--- config.mk ---
export PLATFORM = sky130hd
export DESIGN_NAME = xalu_word_seq
export DESIGN_NICKNAME = d
export VERILOG_FILES = /design/src/rtl/xalu_word_seq.sv
export SDC_FILE = /design/constraint.sdc
export NUM_CORES = 1
export LEC_CHECK = 0
export ABC_AREA = 0
export CAP_MARGIN = 20
export CORE_AREA = 2 2 89 91
export CTS_CLUSTER_DIAMETER = 50
export DETAILED_ROUTE_END_ITERATION = 10
export DIE_AREA = 0 0 91 93
export HOLD_SLACK_MARGIN = 0.03
export PLACE_DENSITY_LB_ADDON = 0.05
export SYNTH_ARGS = -nofsm -noshare
export SYNTH_HDL_FRONTEND = slang
export SYNTH_SLANG_ARGS = --single-unit
--- constraint.sdc ---
create_clock -name clk -period 3.1 [get_ports clk]
set_clock_uncertainty 0.2 [all_clocks]
set_input_delay 0.775 -clock clk [delete_from_list [all_inputs] [get_ports clk]]
set_output_delay 0.775 -clock clk [all_outputs]
set_load 0.02 [all_outputs]
--- src/rtl/xalu_word_seq.sv ---
// xalu_word_seq: nibble-serial word sequencer that drives one external 4-bit
// combinational ALU slice.
// A word operation is latched on start. It is then issued to the slice one
// nibble per clock for NIBBLES cycles, with the carry chained between nibbles.
// The word result and flags appear together for a single-cycle DONE state.
//
// Ports
//   clk, rst          clock; synchronous active-high reset
//   start             request, sampled in IDLE/DONE only
//   func, com         slice function code and 1's-complement output mode
//   a, b, cin         word operands and word carry/shift-in
//   busy, done        RUN indicator and one-cycle completion pulse
//   result, cout      assembled word result and word carry/shift-out
//   zero, equ         result == 0; a == b over all nibbles
//   sl_a, sl_b, sl_f, sl_com, sl_ci_right, sl_ci_left   to the slice
//   sl_d, sl_co_left, sl_co_right, sl_equ               from the slice
module xalu_word_seq #(
  parameter int unsigned NIBBLES = 4
) (
  input  logic                   clk,
  input  logic                   rst,
  input  logic                   start,
  input  logic [2:0]             func,
  input  logic                   com,
  input  logic [4*NIBBLES-1:0]   a,
  input  logic [4*NIBBLES-1:0]   b,
  input  logic                   cin,
  output logic                   busy,
  output logic                   done,
  output logic [4*NIBBLES-1:0]   result,
  output logic                   cout,
  output logic                   zero,
  output logic                   equ,
  output logic [3:0]             sl_a,
  output logic [3:0]             sl_b,
  output logic [2:0]             sl_f,
  output logic                   sl_com,
  output logic                   sl_ci_right,
  output logic                   sl_ci_left,
  input  logic [3:0]             sl_d,
  input  logic                   sl_co_left,
  input  logic                   sl_co_right,
  input  logic                   sl_equ
);

  localparam int unsigned W  = 4 * NIBBLES;
  localparam int unsigned CW = $clog2(NIBBLES);
  localparam logic [CW-1:0] LAST = CW'(NIBBLES - 1);

  localparam logic [2:0] F_ADD = 3'd0;
  localparam logic [2:0] F_SHR = 3'd6;
  localparam logic [2:0] F_SHL = 3'd7;

  localparam logic [1:0] S_IDLE = 2'd0;
  localparam logic [1:0] S_RUN  = 2'd1;
  localparam logic [1:0] S_DONE = 2'd2;

  logic [1:0]    r_state;
  logic [CW-1:0] r_cnt;
  logic [W-1:0]  r_a;
  logic [W-1:0]  r_b;
  logic [2:0]    r_func;
  logic          r_com;
  logic          r_cin;
  logic          r_carry;
  logic [W-1:0]  r_acc;
  logic          r_equ_acc;
  logic [W-1:0]  r_result;
  logic          r_cout;
  logic          r_zero;
  logic          r_equ;

  logic          w_run;
  logic          w_shr;
  logic          w_first;
  logic          w_last;
  logic [CW-1:0] w_idx;
  logic          w_chain_in;
  logic [W-1:0]  w_acc_next;
  logic          w_equ_next;
  logic          w_cout_last;

  always_comb begin
    w_run      = (r_state == S_RUN);
    w_shr      = (r_func == F_SHR);
    w_first    = (r_cnt == '0);
    w_last     = (r_cnt == LAST);
    // SHR walks from the MSB nibble down; everything else walks up from the LSB
    w_idx      = w_shr ? (LAST - r_cnt) : r_cnt;
    w_chain_in = w_first ? r_cin : r_carry;

    sl_a        = '0;
    sl_b        = '0;
    sl_f        = '0;
    sl_com      = 1'b0;
    sl_ci_right = 1'b0;
    sl_ci_left  = 1'b0;
    if (w_run) begin
      sl_a        = r_a[{w_idx, 2'b00} +: 4];
      sl_b        = r_b[{w_idx, 2'b00} +: 4];
      sl_f        = r_func;
      sl_com      = r_com;
      sl_ci_right = w_shr ? 1'b0 : w_chain_in;
      sl_ci_left  = w_shr ? w_chain_in : 1'b0;
    end

    // Merge the nibble the slice is producing this cycle, so the final
    // nibble is included when the word result is committed at the last edge.
    w_acc_next = r_acc;
    w_acc_next[{w_idx, 2'b00} +: 4] = sl_d;
    w_equ_next = sl_equ & (w_first | r_equ_acc);

    case (r_func)
      F_ADD, F_SHL: w_cout_last = sl_co_left;
      F_SHR:        w_cout_last = sl_co_right;
      default:      w_cout_last = 1'b0;
    endcase
  end

  always_ff @(posedge clk) begin
    if (rst) begin
      r_state   <= S_IDLE;
      r_cnt     <= '0;
      r_a       <= '0;
      r_b       <= '0;
      r_func    <= '0;
      r_com     <= 1'b0;
      r_cin     <= 1'b0;
      r_carry   <= 1'b0;
      r_acc     <= '0;
      r_equ_acc <= 1'b0;
      r_result  <= '0;
      r_cout    <= 1'b0;
      r_zero    <= 1'b0;
      r_equ     <= 1'b0;
    end else begin
      case (r_state)
        S_IDLE, S_DONE: begin
          if (start) begin
            r_state   <= S_RUN;
            r_cnt     <= '0;
            r_a       <= a;
            r_b       <= b;
            r_func    <= func;
            r_com     <= com;
            r_cin     <= cin;
            r_carry   <= 1'b0;
            r_acc     <= '0;
            r_equ_acc <= 1'b0;
          end else begin
            r_state <= S_IDLE;
          end
        end
        S_RUN: begin
          r_acc     <= w_acc_next;
          r_equ_acc <= w_equ_next;
          r_carry   <= w_shr ? sl_co_right : sl_co_left;
          if (w_last) begin
            r_state  <= S_DONE;
            r_result <= w_acc_next;
            r_zero   <= (w_acc_next == '0);
            r_equ    <= w_equ_next;
            r_cout   <= w_cout_last;
          end else begin
            r_cnt <= r_cnt + CW'(1);
          end
        end
        default: r_state <= S_IDLE;
      endcase
    end
  end

  assign busy   = (r_state == S_RUN);
  assign done   = (r_state == S_DONE);
  assign result = r_result;
  assign cout   = r_cout;
  assign zero   = r_zero;
  assign equ    = r_equ;

endmodule

Word-level counts from Yosys, hierarchy flattened

Cells that the tools add are included.

Eq/ne operators: 8
Multiplexer cells: 24
Add/sub/neg operators: 3
Shift operators: 4
Reduce and logical (&&, ||, !) cells: 11
Bitwise operators: 2

Operators by type and width:

| cell                                                  | count |
|---|---|
| one-hot mux 16 bit (2 select lines)                   | 1 |
| variable part select 16 x 5 -> 4 bit                  | 2 |
| bitwise mux 16 bit                                    | 1 |
| zero test 16 bit                                      | 1 |
| 2-to-1 mux 16 bit                                     | 1 |
| variable shift 4 x 6 -> 16 bit (first input constant) | 1 |
| variable part select 4 x 6 -> 16 bit                  | 1 |
| 2-to-1 mux 1 bit                                      | 9 |
| 2-to-1 mux 2 bit                                      | 4 |
| 2-to-1 mux 4 bit                                      | 2 |
| one-hot mux 2 bit (2 select lines)                    | 2 |
| equality test 3 bit (second input constant)           | 2 |
| negator 4 -> 6 bit                                    | 1 |
| one-hot mux 1 bit (2 select lines)                    | 3 |
| AND reduction 2 bit                                   | 3 |
| equality test 2 bit (second input constant)           | 2 |
| zero test 2 bit                                       | 2 |
| inequality test 2 bit (second input constant)         | 2 |
| OR reduction 2 bit                                    | 2 |
| zero test 3 bit                                       | 1 |
| 2-to-1 mux 3 bit                                      | 1 |
| AND reduction 3 bit                                   | 1 |
| adder 2 x 1 -> 2 bit (second input constant)          | 1 |
| equality test 2 x 1 -> 1 bit (second input constant)  | 1 |
| 5 further kinds                                       | 5 |

Word-level logic and storage cells: 66
Bits in registers: 78
Input port bits: 47
Output and inout bits: 35

Depth between registers and ports, before layout

Gate-level depths: netlist of run 1.

Word-level depth: 6
Depth in mapped cells: 10
Gate-level depth less buffers: 7

Least setup slack after synthesis of run 1

OpenSTA, ideal clock, no wires.

Path kind: register to output
Start point: register r_func[2]
End point: output sl_a[0]
Path slack: 222 ps
Cell stages (with the launch flop): 9
Data required time: 2125 ps
Arrival: 1903 ps
Cell sequence: dfxtp_1 -> buf_2 -> and3b_1 -> clkbuf_1 -> clkbuf_1 -> nand2_1 -> o211ai_1 -> o21ai_0 -> a21oi_1

Longest elaborated chain between the ends: 4

RTL lines:

| what                                 | line | source |
|---|---|---|
| start: declaration                   | 62   | `logic [2:0] r_func;` |
| start signal: assignment             | 144  | `r_func <= func;` |
| equality test 3 bit                  | 85   | `w_shr = (r_func == F_SHR);` |
| 2-to-1 mux 2 bit                     | 89   | `w_idx = w_shr ? (LAST - r_cnt) : r_cnt;` |
| variable part select 16 x 5 -> 4 bit | 99   | `sl_a = r_a[{w_idx, 2'b00} +: 4];` |
| 2-to-1 mux 4 bit                     | 98   | `if (w_run) begin` |
| end: declaration                     | 34   | `output logic [3:0] sl_a,` |

No other way between the ends.

Worst setup path after layout of run 1

Start point: register r_func[2]
End point: output sl_b[3]

Longest elaborated chain between the ends: 4

RTL lines:

| what                                 | line | source |
|---|---|---|
| equality test 3 bit                  | 85   |  |
| 2-to-1 mux 2 bit                     | 89   |  |
| variable part select 16 x 5 -> 4 bit | 100  | `sl_b = r_b[{w_idx, 2'b00} +: 4];` |
| 2-to-1 mux 4 bit                     | 98   |  |
| end: declaration                     | 35   | `output logic [3:0] sl_b,` |

No other way between the ends.

==> flow_summary.yaml, run 1 <==
timing:
  relSlewSlack_pct: 59.7
  tns_ns: 0
  final.period_utilization_pct: 97.2
  period_needed_ns: 3.01
  finalHoldViolations: 0
  hold_slack_ns: 0.260
  worstMarginPinSlew_ns: 0.602
  finalMaxSlewViolations: 0
  max_freq_mhz: 332
  grt_setup_unrepaired: "yes"
  finalSetupViolations: 0
synth:
  synth_cell_types: 43
  syn-num-nets: 543
  syn_area_sq_um: 3740
  synthCells: 494
  synth_edf_count: 0
  ys.flop_type: "dfxtp_1"
  synth.top_cells.by_area: "dfxtp_1 (42%), nand2_1 (10%), a21oi_1 (7.2%)"
  yosysTopAreaCell: "dfxtp_1"
  synth_common_cells: "nand2_1 (102), dfxtp_1 (78), a21oi_1 (54), nor2_1 (54), clkbuf_1 (32)"
  synth_seq_cells: 78
  ys_warn_count: 0
  yosysMostFrequentCell: "nand2_1"
  ys_async_sr_fraction_pct: 0
  yosysSeqAreaShare_pct: 41.7
  yosysTopAreaCellShare_pct: 41.7
  avgSynthCellArea_sq_um: 7.58
drt:
  wl_per_cell_um: 15.3
  vias: 3845
  firstDrtPassIters: 5
  drc: 0
  ant_nets: 0
  vias_per_cell: 5.63
  drt_wl_total_um: 10400
  drtIter0Drc: 138
grt:
  grt_max_degree: 49
  grt-ovfl-total: 0
  antenna_found_initial: 0
  gr-usage-all-layers_pct: 24.9
  grt_pass1_vias: 3574
  grt_pass1_wl_um: 17100
clock_tree:
  clock_sinks: 78
  cts_max_path_buffers: 2
  numCtsBuffers: 9
  htreeDepth: 3
  root_buffer: "clkbuf_8"
  cts_tree: "built"
  clk_pin_slew_ns: 0.08
  clk-insertion-delay-late_ns: 0.35
run:
  max_cap_violations: 0
setup_path:
  crit_arrival_ns: 2.04
  start_kind: "register"
  end_kind: "output port"
  worstSetupPathType: "register to output port"
  worst-path-max-fanout: 9
  crit_required_ns: 2.12
place:
  port_buffers: 81
  place.gp.congestion: 0.889
  dpl.hpwl_um: 7100
run_status:
  status: "finished, final reports clean"
floorplan:
  die_width_um: 91
  fp-row-count: 32
  dieArea_sq_um: 8460
  start_util_pct: 49.7
  boundaryPins: 82
  core_sq_um: 7530
  die_y_um: 93
layout:
  n_fill_cell: 706
  antenna_cells: 0
  area_growth_pct: 32.7
  drive_gt1_share_pct: 11.5
  nNetsFinal: 626
power_and_ir_drop:
  vdd_drop_max_mv: 0.237
  powerDensity_nw_per_um2: 428
  p_leak_nw: 1.79
min_path:
  min_path_type: "register to register"
[cell families after synthesis]
group | after synthesis | synth area share, %
AND/OR/NAND/NOR | 218 | 25.7
AO/OA/AOI/OAI | 138 | 24.0
flip-flops | 78 | 41.7
buffers and inverters | 47 | 4.91
multiplexers | 11 | 2.97
adder cells (fa/ha/maj) | 2 | 0.668
[metal layers]
metal | track usage (%) | part of all wire (%) | vias up | wire length (um)
met1 | 30.6 | 44 | 1806 | 4570
met2 | 43.5 | 50 | 109 | 5240
met4 | 10.2 | 2.1 | 0 | 222
met3 | 4.19 | 3.8 | 20 | 399
li1 | - | - | 1910 | -
met5 | 0 | 0 | - | 0
[critical path: stages (launching register included)]
cell and delay, ns:
dfxtp_2 0.34, buf_4 0.14, and4b_4 0.21, a22o_4 0.31
a221oi_1 0.30, nor2_1 0.06, dlygate4sd2_1 0.32
[flip-flops by register name (all words and copies together) (netlist names)]
signal	cells
cout	1
r_state	2
r_b	16
r_cin	1
r_a	16
r_func	3
r_cnt	2
r_acc	16
r_carry	1
zero	1
result	16
equ	1
r_equ_acc	1
r_com	1
[cell type report]
cell class | instances | area, sq um | area share [%]
Inverter | 5 | 18.8 | 0.378
Sequential cell | 78 | 1570 | 31.6
Multi-Input combinational cell | 370 | 2030 | 41.0
Clock buffer | 12 | 155 | 3.12
Clock inverter | 3 | 20.0 | 0.403
Tap cell | 102 | 128 | 2.57
Timing Repair Buffer | 113 | 1040 | 21.0
[cells in the final DEF, fill, tap and decap left out, drive strengths merged, types with 3 or more instances in the layout]
master,n
clkdlybuf4s50,70
a22o,3
and2,10
clkdlybuf4s15,3
buf,33
nor2b,5
a221oi,8
a311oi,3
dlygate4sd2,3
or4,4
a22oi,14
nor2,54
nand3,14
a32oi,7
dfxtp,78
a2bb2oi,5
inv,4
mux2i,10
clkbuf,16
nor3,17
a21oi,54
o21ai,18
o211ai,9
nand2,102
a211oi,9
[power breakdown]
| part | total, W | internal, W | switching [W] |
|---|---|---|---|
| Sequential | 0.00107 | 0.00104 | 0.0000285 |
| Clock | 0.000694 | 0.000329 | 0.000365 |
| Combinational | 0.000362 | 0.000162 | 0.000200 |
| Total | 0.00212 | 0.00153 | 0.000593 |
[stage by stage]
stage / cell area, sq um / cells / setup slack [ns] / utilization, % / total power [W]
after CTS: 4930 / 681 / 0.0562 / 65.5 / 0.00213
after detailed placement: 4750 / 666 / 0.00104 / 63.1 / 0.00145
after global routing: 4970 / 683 / -0.0230 / 66.0 / 0.00223
after global placement: 4750 / 666 / 0.0614 / 63.1 / 0.00144
after floorplan: 3740 / 494 / 0.222 / - / 0.00129
final: 4970 / 683 / 0.0880 / 66.0 / 0.00212
[repair_timing]
| action | 4_1_cts | 5_1_grt |
|---|---|---|
| cloned | 0 | 1 |
| buffers inserted | 0 | 1 |
| gates resized for setup | 17 | 20 |
| hold buffers | 0 | 0 |
| setup endpoints to repair | 10 | 8 |
| hold endpoints to repair | 0 | 0 |
[worst paths after layout]
path                                from             endpoint  slack [ns]  cells after the start
setup / recovery  r_func[2]$_SDFFE_PP0P_              sl_b[3]        0.09                      6
hold reg to reg      r_a[0]$_SDFFE_PP0P_  r_a[0]$_SDFFE_PP0P_        0.26                      2
setup reg to reg   r_cnt[0]$_SDFFE_PP0P_    zero$_SDFFE_PP0P_        0.44                      7
hold / removal       r_a[0]$_SDFFE_PP0P_  r_a[0]$_SDFFE_PP0P_        0.26                      2
Power figures use the tool's default switching activity.
==> run 2, diff against run 1 <==
Settings changed: ABC_CLOCK_PERIOD_IN_PS set to 3100, CAP_MARGIN 20 to 10.
==> results of run 2 <==
The final DEF is identical to that of run 1; final timing and power are the same.
==> run 3, diff against run 2 <==
Settings changed: ABC_AREA 0 to 1, CORE_AREA 2 2 89 91 to 2 2 87 89, DIE_AREA 0 0 91 93 to 0 0 89 91.
==> run 3 against run 2 <==
  * Synthesized cell count is 3.0% lower
  * Via count is 12% lower
  * Die area is 4.3% lower
  * Design area is 5.8% lower
  * Global-route usage is 2.3 points lower
  * Clock power is 13% higher
  * Combinational power is 11% higher
  * Sequential share of layout area is 2.0 points higher
  * Critical path depth is 3 higher
  * Register-to-register slack better by 0.37 ns
  * Core utilization is 0.42 points lower
  * Power is 6.9% higher
==> flow_summary.yaml, run 3 <==
run_status:
  status: "finished, final reports clean"
drt:
  drtIter0Drc: 177
  vias: 3381
  vias_per_cell: 4.99
  ant_nets: 0
  firstDrtPassIters: 5
  drt_wl_total_um: 8800
  wl_per_cell_um: 13.0
  drc: 0
floorplan:
  die_y_um: 91
  boundaryPins: 82
  dieArea_sq_um: 8100
  die_width_um: 89
  core_sq_um: 7140
  start_util_pct: 48.0
  fp-row-count: 31
layout:
  nNetsFinal: 622
  final_common_cell: "nand2_1"
  finish.instance_area_sq_um: 4680
  multi_input_area_sq_um: 1680
  drive_gt1_share_pct: 14.4
  n_fill_cell: 681
  seq_area_sq_um: 1570
  area_growth_pct: 36.5
  final_cell_mix: "nand2_1 (99), nor2_1 (91), dfxtp_1 (75)"
  antenna_cells: 0
  fin_cells: 677
power_and_ir_drop:
  totalPowerFinal_w: 0.00227
  vdd_drop_max_mv: 0.254
  powerDensity_nw_per_um2: 485
  p_leak_nw: 1.94
setup_path:
  cp_slowest_cell: "dfxtp_1"
  path_cells: "inv_1, nand2_1, nand2_4, nand2_2, clkinvlp_4, buf_4, a22oi_2, a21oi_1, clkbuf_2"
  path_depth: 9
  end_kind: "output port"
  crit_buf_inv: 4
  max_stage_delay_ns: 0.42
  timing.rr.start: "r_func[2]$_SDFFE_PP0P_"
  worst-path-max-fanout: 9
  crit_arrival_ns: 1.99
  r2r_slack_ns: 0.81
  crit_family: "buffers and inverters"
  start_kind: "register"
  crit_required_ns: 2.12
  reg2reg_depth: 12
  r2r-end: "zero$_SDFFE_PP0P_"
  worstSetupPathType: "register to output port"
clock_tree:
  clk-insertion-delay-late_ns: 0.34
  numCtsBuffers: 9
  hold_buffers: 0
  cts_max_path_buffers: 2
  root_buffer: "clkbuf_8"
  cts_tree: "built"
  clock_sinks: 78
  clk_pin_slew_ns: 0.08
  htreeDepth: 3
grt:
  grt_busiest_layer: "met2"
  met1_usage_pct: 28.9
  grt_pass1_vias: 3185
  grt-ovfl-total: 0
  grt_max_degree: 37
  grt_pass1_wl_um: 14600
  met2_usage_pct: 38.0
  gr-usage-all-layers_pct: 22.6
  antenna_found_initial: 0
  use_met3_pct: 3.64
synth:
  syn-num-nets: 528
  yosysMostFrequentCell: "nand2_1"
  synth_common_cells: "nand2_1 (99), nor2_1 (91), dfxtp_1 (78), o21ai_0 (53), a21oi_1 (28)"
  synth_cell_types: 28
  yosysTopAreaCellShare_pct: 45.6
  synthCells: 479
  avgSynthCellArea_sq_um: 7.15
  synth_edf_count: 0
  synth.top_cells.by_area: "dfxtp_1 (46%), nand2_1 (11%), nor2_1 (10%)"
  yosysSeqAreaShare_pct: 45.6
  syn_area_sq_um: 3430
  synth_seq_cells: 78
  ys.flop_type: "dfxtp_1"
  ys_warn_count: 0
  yosysTopAreaCell: "dfxtp_1"
  ys_async_sr_fraction_pct: 0
timing:
  finalSetupViolations: 0
  tns_ns: 0
  worstMarginPinSlew_ns: 0.501
  grt_setup_unrepaired: "no"
  final.period_utilization_pct: 95.7
  max_freq_mhz: 337
  period_needed_ns: 2.97
  finalHoldViolations: 0
  finalMaxSlewViolations: 0
  relSlewSlack_pct: 66.6
run:
  max_cap_violations: 0
place:
  place_area_sq_um: 4350
  place.gp.congestion: 0.817
  dpl.hpwl_um: 6310
  dp.cells: 649
  port_buffers: 81
min_path:
  holdPathEnd: "r_com$_SDFFE_PP0P_"
  min_path_type: "register to register"
  worstHoldPathCells: 2
  min-delay-start: "r_com$_SDFFE_PP0P_"
==> run 3: cell types whose count changed after synthesis, moves of 11 or more <==
cell and change:
nor3_1 -17, o21ai_0 +35, clkbuf_1 -11, inv_1 +23, a21oi_1 -26, nor2_1 +37
==> run 3: cells by family after synthesis <==
group	share of synthesized area (%)
buffers and inverters	6.46
AND/OR/NAND/NOR	30.1
AO/OA/AOI/OAI	17.1
flip-flops	45.6
adder cells (fa/ha/maj)	0.730
==> run 3: layer usage <==
layer | share of wire [%] | vias up
li1 | - | 1748
met1 | 43 | 1532
met2 | 51 | 93
met3 | 4.7 | 8
met4 | 1.3 | 0
met5 | 0 | -
==> run 3: area by class of cell <==
class,count,share of cell area (%)
multi-input cells,348,35.8
inverters,29,2.46
clock buffers,11,3.24
clock inverters,5,1.23
flip-flops and latches,78,33.6
repair buffers,107,21.0
well taps,99,2.65
==> run 3: worst max path at each step <==
stage | start | to | slack, ns
detailed placement | r_func[2]$_SDFFE_PP0P_ | sl_a[2] | 0.008
finish | r_cnt[0]$_SDFFE_PP0P_ | sl_a[0] | 0.13
CTS | r_func[0]$_SDFFE_PP0P_ | sl_a[0] | 0.04
global placement | r_func[2]$_SDFFE_PP0P_ | sl_a[2] | 0.06
floorplan | r_func[2]$_SDFFE_PP0P_ | sl_a[2] | 0.61
global route | r_func[0]$_SDFFE_PP0P_ | sl_a[0] | 0.005
==> run 3: timing repair <==
action / in CTS / in global routing
endpoints found under the hold margin: 0 / 0
resized for setup: 22 / 23
buffers inserted: 7 / 5
endpoints found under the setup margin: 8 / 10
pin swaps: 3 / 4
==> run 3: power by group <==
group	internal, W	leakage, nW	switching, W	total [W]
clock	0.000416	0.109	0.000365	0.000781
combinational	0.000176	1.20	0.000226	0.000403
sequential	0.00105	0.640	0.0000342	0.00109
==> run 3: worst register-to-register path, cell delays in order, from the launching register on <==
cell	delay [ns]
dfxtp_4	0.39
nand2_2	0.08
nor2_4	0.11
nand2_1	0.10
nand2_4	0.14
nor2_4	0.07
buf_4	0.15
buf_4	0.14
o21ai_0	0.35
nand2_1	0.10
nor2_1	0.11
nand3_1	0.13
a21oi_1	0.14
==> run 3: through the flow <==
stage          worst slack, ns  utilization (%)  hold slack (ns)
2_1_floorplan            0.611                -            0.231
4_1_cts                 0.0411             65.0            0.265
3_5_place_dp           0.00824             61.0            0.252
5_1_grt                0.00540             65.6            0.282
6_report                 0.134             65.6            0.259
3_3_place_gp            0.0630             61.0            0.238
